<file path="config.mk">
export PLATFORM = sky130hd
export DESIGN_NAME = imm_extend_ctrl
export DESIGN_NICKNAME = d
export VERILOG_FILES = /design/src/rtl/imm_extend_ctrl.sv
export SDC_FILE = /design/constraint.sdc
export NUM_CORES = 1
export LEC_CHECK = 0
export ABC_CLOCK_PERIOD_IN_PS = 2000
export BUFFER_PORTS_ARGS = -buffer_cell sky130_fd_sc_hd__buf_2
export CAP_MARGIN = 20
export CORE_MARGIN = 1.5
export CORE_UTILIZATION = 45
export CTS_CLUSTER_SIZE = 25
export DETAILED_ROUTE_END_ITERATION = 8
export PLACE_DENSITY = 0.73
export SKIP_LAST_GASP = 1
export SYNTH_ARGS = -nofsm -noshare
export SYNTH_HDL_FRONTEND = slang
export SYNTH_SLANG_ARGS = --single-unit
</file>
<file path="constraint.sdc">
create_clock -name clk -period 2 [get_ports clk]
set_clock_uncertainty 0.1 [all_clocks]
set_input_delay 0.2 -clock clk [delete_from_list [all_inputs] [get_ports clk]]
set_output_delay 0.2 -clock clk [all_outputs]
set_load 0.005 [all_outputs]
</file>
<file path="src/rtl/imm_extend_ctrl.sv">
// imm_extend_ctrl: immediate generation sequencer for the RISC-V core.
// Accepts a 32-bit instruction word over valid/ready and decodes its opcode
// into one of the R/I/S/B/U/J formats. It assembles and sign-extends the
// immediate field, then holds the result until the consumer accepts it.
// FSM: IDLE (accept) -> EXT (decode and register) -> OUT (present result).
// Optional feature macro: IMM_COUNT_EN adds the imm_count port. This is a
// saturating count of delivered results, and illegal results are included.

module imm_extend_ctrl #(
    parameter int XLEN = 32
`ifdef IMM_COUNT_EN
    ,
    parameter int CNT_W = 16
`endif
) (
    input  logic            clk,
    input  logic            rst_n,
    input  logic            in_valid,
    output logic            in_ready,
    input  logic [XLEN-1:0] in_instr,
    output logic            out_valid,
    input  logic            out_ready,
    output logic [XLEN-1:0] imm,
    output logic [2:0]      fmt,
    output logic            illegal
`ifdef IMM_COUNT_EN
    ,
    output logic [CNT_W-1:0] imm_count
`endif
);

    localparam logic [1:0] ST_IDLE = 2'd0;
    localparam logic [1:0] ST_EXT  = 2'd1;
    localparam logic [1:0] ST_OUT  = 2'd2;

    localparam logic [2:0] FMT_R   = 3'd0;
    localparam logic [2:0] FMT_I   = 3'd1;
    localparam logic [2:0] FMT_S   = 3'd2;
    localparam logic [2:0] FMT_B   = 3'd3;
    localparam logic [2:0] FMT_U   = 3'd4;
    localparam logic [2:0] FMT_J   = 3'd5;
    localparam logic [2:0] FMT_ILL = 3'd7;

    localparam logic [6:0] OP_OP_IMM = 7'b0010011;
    localparam logic [6:0] OP_LOAD   = 7'b0000011;
    localparam logic [6:0] OP_JALR   = 7'b1100111;
    localparam logic [6:0] OP_STORE  = 7'b0100011;
    localparam logic [6:0] OP_BRANCH = 7'b1100011;
    localparam logic [6:0] OP_LUI    = 7'b0110111;
    localparam logic [6:0] OP_AUIPC  = 7'b0010111;
    localparam logic [6:0] OP_JAL    = 7'b1101111;
    localparam logic [6:0] OP_OP     = 7'b0110011;

    // Sign extension replicates the top bit of the assembled field.
    function automatic logic [31:0] sext12(input logic [11:0] f);
        sext12 = {{20{f[11]}}, f};
    endfunction

    function automatic logic [31:0] sext13(input logic [12:0] f);
        sext13 = {{19{f[12]}}, f};
    endfunction

    function automatic logic [31:0] sext21(input logic [20:0] f);
        sext21 = {{11{f[20]}}, f};
    endfunction

    logic [1:0]      state_q,     state_d;
    logic            in_ready_q,  in_ready_d;
    logic            out_valid_q, out_valid_d;
    logic [XLEN-1:0] instr_q,     instr_d;
    logic [XLEN-1:0] imm_q,       imm_d;
    logic [2:0]      fmt_q,       fmt_d;
    logic            illegal_q,   illegal_d;

    logic [XLEN-1:0] dec_imm_s;
    logic [2:0]      dec_fmt_s;
    logic            dec_illegal_s;
    logic [6:0]      opcode_s;
    logic [2:0]      funct3_s;

    assign opcode_s = instr_q[6:0];
    assign funct3_s = instr_q[14:12];

    // Decode the captured instruction word into its immediate and format.
    always_comb begin
        dec_imm_s     = 32'h0000_0000;
        dec_fmt_s     = FMT_ILL;
        dec_illegal_s = 1'b1;
        case (opcode_s)
            OP_OP_IMM: begin
                dec_fmt_s     = FMT_I;
                dec_illegal_s = 1'b0;
                // Shift instructions carry an unsigned shift amount in [24:20].
                if ((funct3_s == 3'b001) || (funct3_s == 3'b101)) begin
                    dec_imm_s = {27'd0, instr_q[24:20]};
                end else begin
                    dec_imm_s = sext12(instr_q[31:20]);
                end
            end
            OP_LOAD, OP_JALR: begin
                dec_fmt_s     = FMT_I;
                dec_illegal_s = 1'b0;
                dec_imm_s     = sext12(instr_q[31:20]);
            end
            OP_STORE: begin
                dec_fmt_s     = FMT_S;
                dec_illegal_s = 1'b0;
                dec_imm_s     = sext12({instr_q[31:25], instr_q[11:7]});
            end
            OP_BRANCH: begin
                dec_fmt_s     = FMT_B;
                dec_illegal_s = 1'b0;
                dec_imm_s     = sext13({instr_q[31], instr_q[7], instr_q[30:25],
                                        instr_q[11:8], 1'b0});
            end
            OP_LUI, OP_AUIPC: begin
                dec_fmt_s     = FMT_U;
                dec_illegal_s = 1'b0;
                dec_imm_s     = {instr_q[31:12], 12'h000};
            end
            OP_JAL: begin
                dec_fmt_s     = FMT_J;
                dec_illegal_s = 1'b0;
                dec_imm_s     = sext21({instr_q[31], instr_q[19:12], instr_q[20],
                                        instr_q[30:21], 1'b0});
            end
            OP_OP: begin
                dec_fmt_s     = FMT_R;
                dec_illegal_s = 1'b0;
                dec_imm_s     = 32'h0000_0000;
            end
            default: begin
                dec_fmt_s     = FMT_ILL;
                dec_illegal_s = 1'b1;
                dec_imm_s     = 32'h0000_0000;
            end
        endcase
    end

    // Sequencing FSM: capture in IDLE, register the decode in EXT, hold in OUT.
    always_comb begin
        state_d   = state_q;
        instr_d   = instr_q;
        imm_d     = imm_q;
        fmt_d     = fmt_q;
        illegal_d = illegal_q;
        case (state_q)
            ST_IDLE: begin
                if (in_valid && in_ready_q) begin
                    instr_d = in_instr;
                    state_d = ST_EXT;
                end else begin
                    state_d = ST_IDLE;
                end
            end
            ST_EXT: begin
                imm_d     = dec_imm_s;
                fmt_d     = dec_fmt_s;
                illegal_d = dec_illegal_s;
                state_d   = ST_OUT;
            end
            ST_OUT: begin
                if (out_ready) begin
                    state_d = ST_IDLE;
                end else begin
                    state_d = ST_OUT;
                end
            end
            default: begin
                state_d = ST_IDLE;
            end
        endcase
        // Handshake flags are registered from the next state so they track it exactly.
        in_ready_d  = (state_d == ST_IDLE);
        out_valid_d = (state_d == ST_OUT);
    end

    // State and result registers; reset discards any pending result.
    always_ff @(posedge clk or negedge rst_n) begin
        if (!rst_n) begin
            state_q     <= ST_IDLE;
            in_ready_q  <= 1'b0;
            out_valid_q <= 1'b0;
            instr_q     <= 32'h0000_0000;
            imm_q       <= 32'h0000_0000;
            fmt_q       <= 3'd0;
            illegal_q   <= 1'b0;
        end else begin
            state_q     <= state_d;
            in_ready_q  <= in_ready_d;
            out_valid_q <= out_valid_d;
            instr_q     <= instr_d;
            imm_q       <= imm_d;
            fmt_q       <= fmt_d;
            illegal_q   <= illegal_d;
        end
    end

    assign in_ready  = in_ready_q;
    assign out_valid = out_valid_q;
    assign imm       = imm_q;
    assign fmt       = fmt_q;
    assign illegal   = illegal_q;

`ifdef IMM_COUNT_EN
    logic [CNT_W-1:0] count_q, count_d;

    // Saturating count of delivered results, illegal ones included.
    always_comb begin
        if (out_valid_q && out_ready && (count_q != {CNT_W{1'b1}})) begin
            count_d = count_q + {{(CNT_W-1){1'b0}}, 1'b1};
        end else begin
            count_d = count_q;
        end
    end

    // Delivered-result counter register.
    always_ff @(posedge clk or negedge rst_n) begin
        if (!rst_n) begin
            count_q <= {CNT_W{1'b0}};
        end else begin
            count_q <= count_d;
        end
    end

    assign imm_count = count_q;
`endif

endmodule
</file>
## Yosys cells after proc, flatten, opt, wreduce, memory -nomap -nowiden

Cells that the tools add are included.

- Equality and inequality tests: 14
- Mux-type cells: 7
- Reduce and logical (&&, ||, !) cells: 9

Operators with widths:

| kind | count |
|---|---|
| $pmux 32 s6 | 1 |
| $mux 32 | 1 |
| $eq 7x6->1 const B | 3 |
| $eq 7x7->1 const B | 3 |
| $pmux 3 s6 | 1 |
| $eq 7x5->1 const B | 2 |
| $reduce_or 9->1 | 1 |
| $eq 7x2->1 const B | 1 |
| $pmux 2 s3 | 1 |
| $eq 2x2->1 const B | 2 |
| $logic_not 2->1 | 2 |
| $reduce_or 2->1 | 2 |
| $eq 3x1->1 const B | 1 |
| $eq 3x3->1 const B | 1 |
| $reduce_or 3->1 | 1 |
| $eq 2x1->1 const B | 1 |
| $mux 1 | 2 |
| $mux 2 | 1 |
| $reduce_and 2->1 | 1 |
| $logic_and 1x1->1 | 1 |
| $logic_or 1x1->1 | 1 |

- Bits in registers: 72
- Output and inout bits: 38
- Word-level logic and storage cells: 37

## Longest topological paths before layout

Gate-level depths: netlist of the first run.

- Word-level depth: 4
- Mapped depth: 6
- Depth with buffers taken out: 4

## Worst setup path before layout of the first run

OpenSTA, ideal clock, no wires.

- Path kind: reg2reg
- From: reg state_q[1]
- To: reg instr_q[10]
- Setup time: 0.125 ns
- Arrival: 1.439 ns
- Path slack: 0.336 ns
- Stages on the path, launching flop included: 4
- Path buffers: 1
- Path through: dfrtp_1 nor3_2 buf_2 mux2_2

- Word-level cells in the longest chain between the ends: 2

RTL lines:

| what | RTL line | RTL |
|---|---|---|
| from (decl) | 67 | `logic [1:0] state_q, state_d;` |
| from (signal assigned) | 189 | `state_q <= state_d;` |
| $logic_not 2->1 | 147 | `case (state_q)` |
| $reduce_and 2->1 (no line) | -- |  |
| to (signal assigned) | 192 | `instr_q <= instr_d;` |
| to (decl) | 70 | `logic [XLEN-1:0] instr_q, instr_d;` |

Every way passes these cells.
A chain may end at the register's enable or synchronous reset.

## Final worst setup path of the first run

- From: reg instr_q[2]
- To: reg imm_q[2], in the netlist imm[2]

- Word-level cells in the longest chain between the ends: 3
- Elaborated cells on any way between the ends: 11

RTL lines:

| what | RTL line | RTL |
|---|---|---|
| $eq 7x6->1 (tied with other cells) | 89 | `case (opcode_s)` |
| $reduce_or 2->1 | -- |  |
| $pmux 32 s6 * | 89 |  |
| to (signal assigned) | 193 | `imm_q <= imm_d;` |
| to (decl) | 71 | `logic [XLEN-1:0] imm_q, imm_d;` |

Every way passes the cells marked *; elsewhere a longest branch is shown, timed or not.

==> results.md, run 1 <==
* CTS tree: yes
* I/O Pins at 74
* FMAX at 520 MHz
* Final min period at 1.92 ns
* Pwr/cell area at 1180 mW/mm^2
* Initial DRC count at 113
* Routed WL per cell at 15.6 um
* Die Height at 88.7 um
* Synthesis-stage register bit count at 72
* Post-synthesis async set-or-reset flop share at 100%
* CP Data Arrival Time at 2.08 ns
* TritonCTS buffer count at 9
* Area growth syn-to-layout at 38.7%
* Peak VDD IR at 0.711 mV
* Setup violators final at 0
* Core area at 0.00718 mm^2
* Largest net degree at the start of global routing at 35
* Max Cap Viol at 0
* Critical-path top delay cell: dfrtp_1
* RSZ-0062 raised after global routing: false
* Post-Place Cell Area at 0.00397 mm^2
* Critical path startpoint: instr_q[2]
* P_leak at 2.03 nW
* Pin slew with the least headroom to its limit at 0.639 ns
* Crit-path max cell delay at 0.45 ns
* Run status: finished, final reports clean
* Global-route usage over all layers at 21.8%
* Post-synth cell types at 45
* Predominant post-synthesis flop cell: dfrtp_1
* Startpoint Class: flop
* Clk root buf: clkbuf_8
* Final ANT Viol Nets at 0
* Endpoints failing hold at 0
* Synth warnings at 0
* Max Root-Sink Buffers at 2
* Initial antenna violation count at 0
* Final WS setup at 0.0767 ns
* Die width at 88.7 um
* CTS HTree Levels at 3
* Num rows at 31
* Seq/Total Area, Yosys at 54.5%
* Post-synthesis cell count at 275
* Global-route wire length before repair at 12.7 mm
* Worst-path clk slew at 0.08 ns
* Net Count, Synth at 311
* Post-placement setup slack at -0.349 ns
* Port Buf Inserts at 73
* Required @ worst endpoint at 2.16 ns
* Worst skew pair latency at 0.35 ns
* Synthesized area per cell at 12.0 um^2
* Number of global-route vias before repair at 2677
* Top cells by area, synth: dfrtp_1 54%, mux2_2 10%, nand2_1 5.0%
* Worst R2R End: imm[2]
* Initial Util at 46.1%
* Layout cells sized above 1 at 44.4%
* Via count at 2668
* Cells along the critical path: or2_2 -> a211oi_4 -> buf_4 -> o31ai_4 -> buf_12 -> o21ai_0
* Fin area at 0.00459 mm^2
* Top cell type's share of synthesized area at 54.5%
* Max_slew headroom at 57.4%
* Hpwl dp at 5.32 mm
* Diodes inserted at 0
* Hold Path Class: input port to flop
* Die ar. at 0.00787 mm^2
* Layout Nets at 448
* Reg-to-Reg Start: instr_q[2]
* Fill cell total of the finished layout at 568
* Post-synth EDFFs at 0
* Pwr Total at 5.42 mW
* Nature of the critical path endpoint: flop
* Crit path to: imm[2]
* Global route overflow at 0
* Finished Layout Cells at 516
* Mapped cell area at 0.00331 mm^2
* DRC Markers at 0
* R2r setup slk at 0.08 ns
* CP Class: flop to flop
* DR pass1 iterations at 4
* Clock Sinks at 72
* Max Slew Vio Count at 0
* Routed WL at 8.07 mm
* CP Max Fanout at 12
* Fin crit share at 96.2%
* DP Cell Count at 463
* Gp weighted congestion at 0.927
* Via density at 5.17
* Synth area leader: dfrtp_1
* Worst r2r path cells at 6
[worst max-delay path, delay by kind of cell, from the launching register on]
kind	cells	cell delay (ns)
flops	1	0.45
simple gates	1	0.32
buf+inv	2	0.38
compound gates	3	0.58
[state kept, by name, indices dropped and copies added, names as in the netlist]
register,count
out_valid,1
instr_q,32
fmt,3
illegal,1
imm,32
in_ready,1
state_q,2
[cell usage in the layout (no fill, tap or decap), types with 4 or more instances in the layout]
master	instances
buf_2	73
dfrtp_1	72
nand2_1	44
dlygate4sd3_1	32
buf_4	31
mux2_2	30
a21boi_0	18
o21ai_0	15
a22oi_1	12
a22oi_2	11
clkbuf_8	9
nor2_1	6
nand2b_1	4
[area by class of cell]
cell class	count	area (um^2)	share of cell area, %
inverters	2	7.51	0.164
clock inverters	7	96.3	2.10
clock buffers	9	124	2.70
well taps	99	124	2.70
flip-flops and latches	72	1800	39.3
multi-input cells	187	1440	31.5
repair buffers	140	990	21.6
[per-stage QoR]
step / util, % / hold slack, ns / setup TNS, ns
6_report: 63.9 / 0.0333 / 0
5_1_grt: 63.9 / 0.0637 / 0
4_1_cts: 63.1 / 0.0213 / 0
3_5_place_dp: 55.3 / 0.159 / -7.27
3_3_place_gp: 55.1 / 0.156 / -4.50
2_1_floorplan: - / -0.196 / 0
[cell usage after synthesis, types with 4 or more instances]
cell       n
dfrtp_1   72
nand2_1   44
mux2_2    30
a21boi_0  18
o21ai_0   15
a22oi_1   12
a22oi_2   11
nor2_1     6
buf_2      5
clkbuf_1   4
nand2b_1   4
[where the power goes]
group	leakage [nW]	total (mW)	internal, mW	switching (mW)
sequential	0.910	2.28	1.89	0.384
clock	0.113	1.25	0.704	0.551
combinational	1.01	1.89	1.02	0.872
total	2.03	5.42	3.61	1.81
[repair_timing]
action	4_1_cts	5_1_grt
buffers inserted	0	4
hold buffers	32	0
cloned	1	0
pin swaps	1	2
resized for setup	1	2
hold endpoints to repair	56	0
endpoints found under the setup margin	26	27
[metal layers]
| metal | GRT usage [%] | part of all wire, % | wire length (um) |
|---|---|---|---|
| met4 | 9.38 | 2.0 | 158 |
| met1 | 28.0 | 44 | 3530 |
| met5 | 0 | 0 | 0 |
| met3 | 4.29 | 5.5 | 446 |
| met2 | 36.2 | 49 | 3940 |
[worst min-delay path by stage]
stage / from / end / slack, ns / cells past startpoint
2_1_floorplan: rst_n / fmt[0] / -0.20 / 0
5_1_grt: in_instr[4] / instr_q[4] / 0.06 / 3
6_report: out_ready / out_valid / 0.03 / 4
3_5_place_dp: rst_n / out_valid / 0.16 / 1
3_3_place_gp: rst_n / out_valid / 0.16 / 1
4_1_cts: out_ready / out_valid / 0.02 / 4
[cells by family after synthesis]
| family | Yosys count | share of synthesized area (%) |
|---|---|---|
| AO/OA/AOI/OAI | 79 | 20.1 |
| buffers and inverters | 17 | 3.14 |
| flip-flops | 72 | 54.5 |
| AND/OR/NAND/NOR | 77 | 12.1 |
| multiplexers | 30 | 10.2 |
No activity file was read; power rests on OpenSTA's default activity.
==> run 2, diff against run 1 <==
REMOVE_ABC_BUFFERS = 1   (was not set)
==> run 2 against run 1 <==
  * Utilization shrank 0.75 points
  * Non-clock buffer count unchanged
  * First-iteration DRC count is 9.7% lower
  * Routed wire length shrank 3.7%
  * Clock power down 16%
  * Cell count down 0.19%
  * Critical endpoint is now imm[19]
  * Highest routed layer unchanged
==> results.md, run 2 (synthesized netlist as in run 1, its figures left out) <==
* Pwr/cell area at 1140 mW/mm^2 (-3.2%)
* Via count at 2640 (-1.0%)
* Worst-path clk slew at 0.07 ns (about the same)
* Final min period at 1.92 ns (-0.00364 ns)
* Core area at 0.00718 mm^2 (unchanged)
* Initial Util at 46.1% (unchanged)
* Max Root-Sink Buffers at 2 (unchanged)
* Gp weighted congestion at 0.879 (-5.1%)
* CTS HTree Levels at 3 (unchanged)
* DRC Markers at 0 (unchanged)
* Final core utilization at 63.2% (-0.75 points)
* Hold depth at 4 (unchanged)
* Run status: finished, final reports clean
* Max Slew Vio Count at 0 (unchanged)
* Diodes inserted at 0 (unchanged)
* Flop pwr share at 44.1% (+2.1 points)
* Met1 wire length at 3.46 mm (-1.9%)
* Finished Layout Cells at 515 (-0.19%)
* Int Pwr at 3.41 mW (-5.6%)
* Fill cell total of the finished layout at 579 (+1.9%)
* CP Data Arrival Time at 2.02 ns (-0.06 ns)
* Endpoints failing hold at 0 (unchanged)
* FMAX at 521 MHz (+0.19%)
* Top Layer Used: met4
* Post-placement setup slack at 0.0443 ns (+0.394 ns)
* Global route overflow at 0 (unchanged)
* DP Cell Count at 465 (+0.43%)
* Final WS setup at 0.0803 ns (+0.00364 ns)
* Switch Pwr at 1.78 mW (-1.8%)
* R2r setup slk at 0.08 ns (about the same)
* Worst r2r path cells at 5 (-1)
* Global-route usage over all layers at 21.0% (-0.82 points)
* Initial antenna violation count at 0 (unchanged)
* Nature of the critical path endpoint: flop
* Area growth syn-to-layout at 37.0%
* CP Class: flop to flop
* Peak VDD IR at 0.574 mV (-19%)
* Routed wl met3 at 393 um (-12%)
* Layout Nets at 447 (-0.22%)
* Clock Power Share at 20.3% (-2.8 points)
* Sw Ratio at 34.2% (+0.89 points)
* CP Max Fanout at 19 (+7)
* Hpwl dp at 5.42 mm (+1.9%)
* Routed WL at 7.78 mm (-3.7%)
* Clock Sinks at 72 (unchanged)
* Logic pwr share at 35.6% (+0.7 points)
* Worst skew pair latency at 0.35 ns (about the same)
* Clk root buf: clkbuf_8
* Post-Place Cell Area at 0.00399 mm^2 (+0.63%)
* Metal2 WL at 3.84 mm (-2.6%)
* I/O Pins at 74 (unchanged)
* Startpoint Class: flop
* Global-route wire length before repair at 12.4 mm (-2.7%)
* Layout cells sized above 1 at 44.0% (-0.37 points)
* TritonCTS buffer count at 9 (unchanged)
* Max Cap Viol at 0 (unchanged)
* Largest net degree at the start of global routing at 40 (+14%)
* DR pass1 iterations at 5 (+1)
* Num rows at 31 (unchanged)
* Hold Path Class: input port to flop
* Worst R2R End: imm[19]
* P_leak at 2.02 nW (-0.92%)
* Number of global-route vias before repair at 2610 (-2.5%)
* Via density at 5.13 (-0.86%)
* Final ANT Viol Nets at 0 (unchanged)
* Die ar. at 0.00787 mm^2 (unchanged)
* Die Height at 88.7 um (unchanged)
* Routed WL per cell at 15.1 um (-3.5%)
* Required @ worst endpoint at 2.10 ns (-0.06 ns)
* Setup TNS at 0 ns (unchanged)
* CTS tree: yes
* Setup violators final at 0 (unchanged)
* Fin crit share at 96.0% (-0.18 points)
* Most frequent cells in the layout: 72 x dfrtp_1, 72 x buf_2, 44 x nand2_1, 33 x dlygate4sd3_1, 32 x buf_4
* Die width at 88.7 um (unchanged)
* Worst hold start: out_ready
* Port Buf Inserts at 73 (unchanged)
* Reg-to-Reg Start: instr_q[6]
* Pin slew with the least headroom to its limit at 0.582 ns (-0.0563 ns)
* Hold Path Sink: out_valid
* Fin area at 0.00453 mm^2 (-1.2%)
* Initial DRC count at 102 (-9.7%)
* Max_slew headroom at 61.2% (+3.8 points)
* RSZ-0062 raised after global routing: false
## run 2: changes by cell type in the layout (fill, tap and decap cells not counted), sizes merged
cell / before / now
bufinv: 2 / 0
clkbuf: 9 / 11
buf: 108 / 107
clkinv: 5 / 4
clkinvlp: 0 / 1
dlygate4sd3: 32 / 33
o31ai: 4 / 3
## run 2: how the worst max path moves through the flow
stage | end | slack (ns) | start
after floorplan | instr_q[0] | -0.42 | state_q[1]
after global placement | imm[17] | -0.25 | instr_q[6]
after detailed placement | imm[14] | 0.04 | instr_q[3]
after CTS | imm[18] | 0.0006 | instr_q[3]
after global routing | imm[17] | 0.01 | instr_q[3]
final | imm[19] | 0.08 | instr_q[6]
## run 2: layout make-up
cell class,count,area [um^2],share of cell area [%]
clock inverter,5,31.3,0.690
inverter,2,7.51,0.166
multi-input combinational,186,1430,31.5
timing repair buffer,140,990,21.8
tap,99,124,2.73
clock buffer,11,151,3.34
sequential,72,1800,39.8
## run 2: power groups by stage
stage          sequential [mW]  combinational, mW  clock, mW
2_1_floorplan             2.23               1.02          0
3_3_place_gp              2.29               1.73          0
3_5_place_dp              2.31               1.79          0
4_1_cts                   2.29               1.84       1.08
5_1_grt                   2.35               2.03       1.15
6_report                  2.29               1.85       1.05
## run 2: worst max-delay path: stages, from the launching register on
cell and delay, ns:
dfrtp_1 0.51, or2_4 0.22, nor2_2 0.06, o31ai_4 0.56, buf_16 0.23, a22oi_1 0.10
## run 2: routing by layer
| layer | up-vias | track usage (%) |
|---|---|---|
| li1 | 1267 | - |
| met1 | 1287 | 26.4 |
| met2 | 79 | 34.0 |
| met3 | 7 | 6.81 |
| met4 | 0 | 7.81 |
| met5 | - | 0 |
## run 2: what timing repair did
item | 4_1_cts | 5_1_grt
hold endpoints to repair | 69 | 0
hold buffers | 33 | 0
buffers inserted | 0 | 1
setup endpoints to repair | 0 | 15
gates resized for setup | 0 | 3
## run 2: through the flow
step | hold WS (ns) | power, mW
finish | 0.0162 | 5.19
global route | 0.0244 | 5.53
CTS | 0.00755 | 5.21
detailed placement | 0.0985 | 4.10
global placement | 0.102 | 4.02
floorplan | -0.196 | 3.25
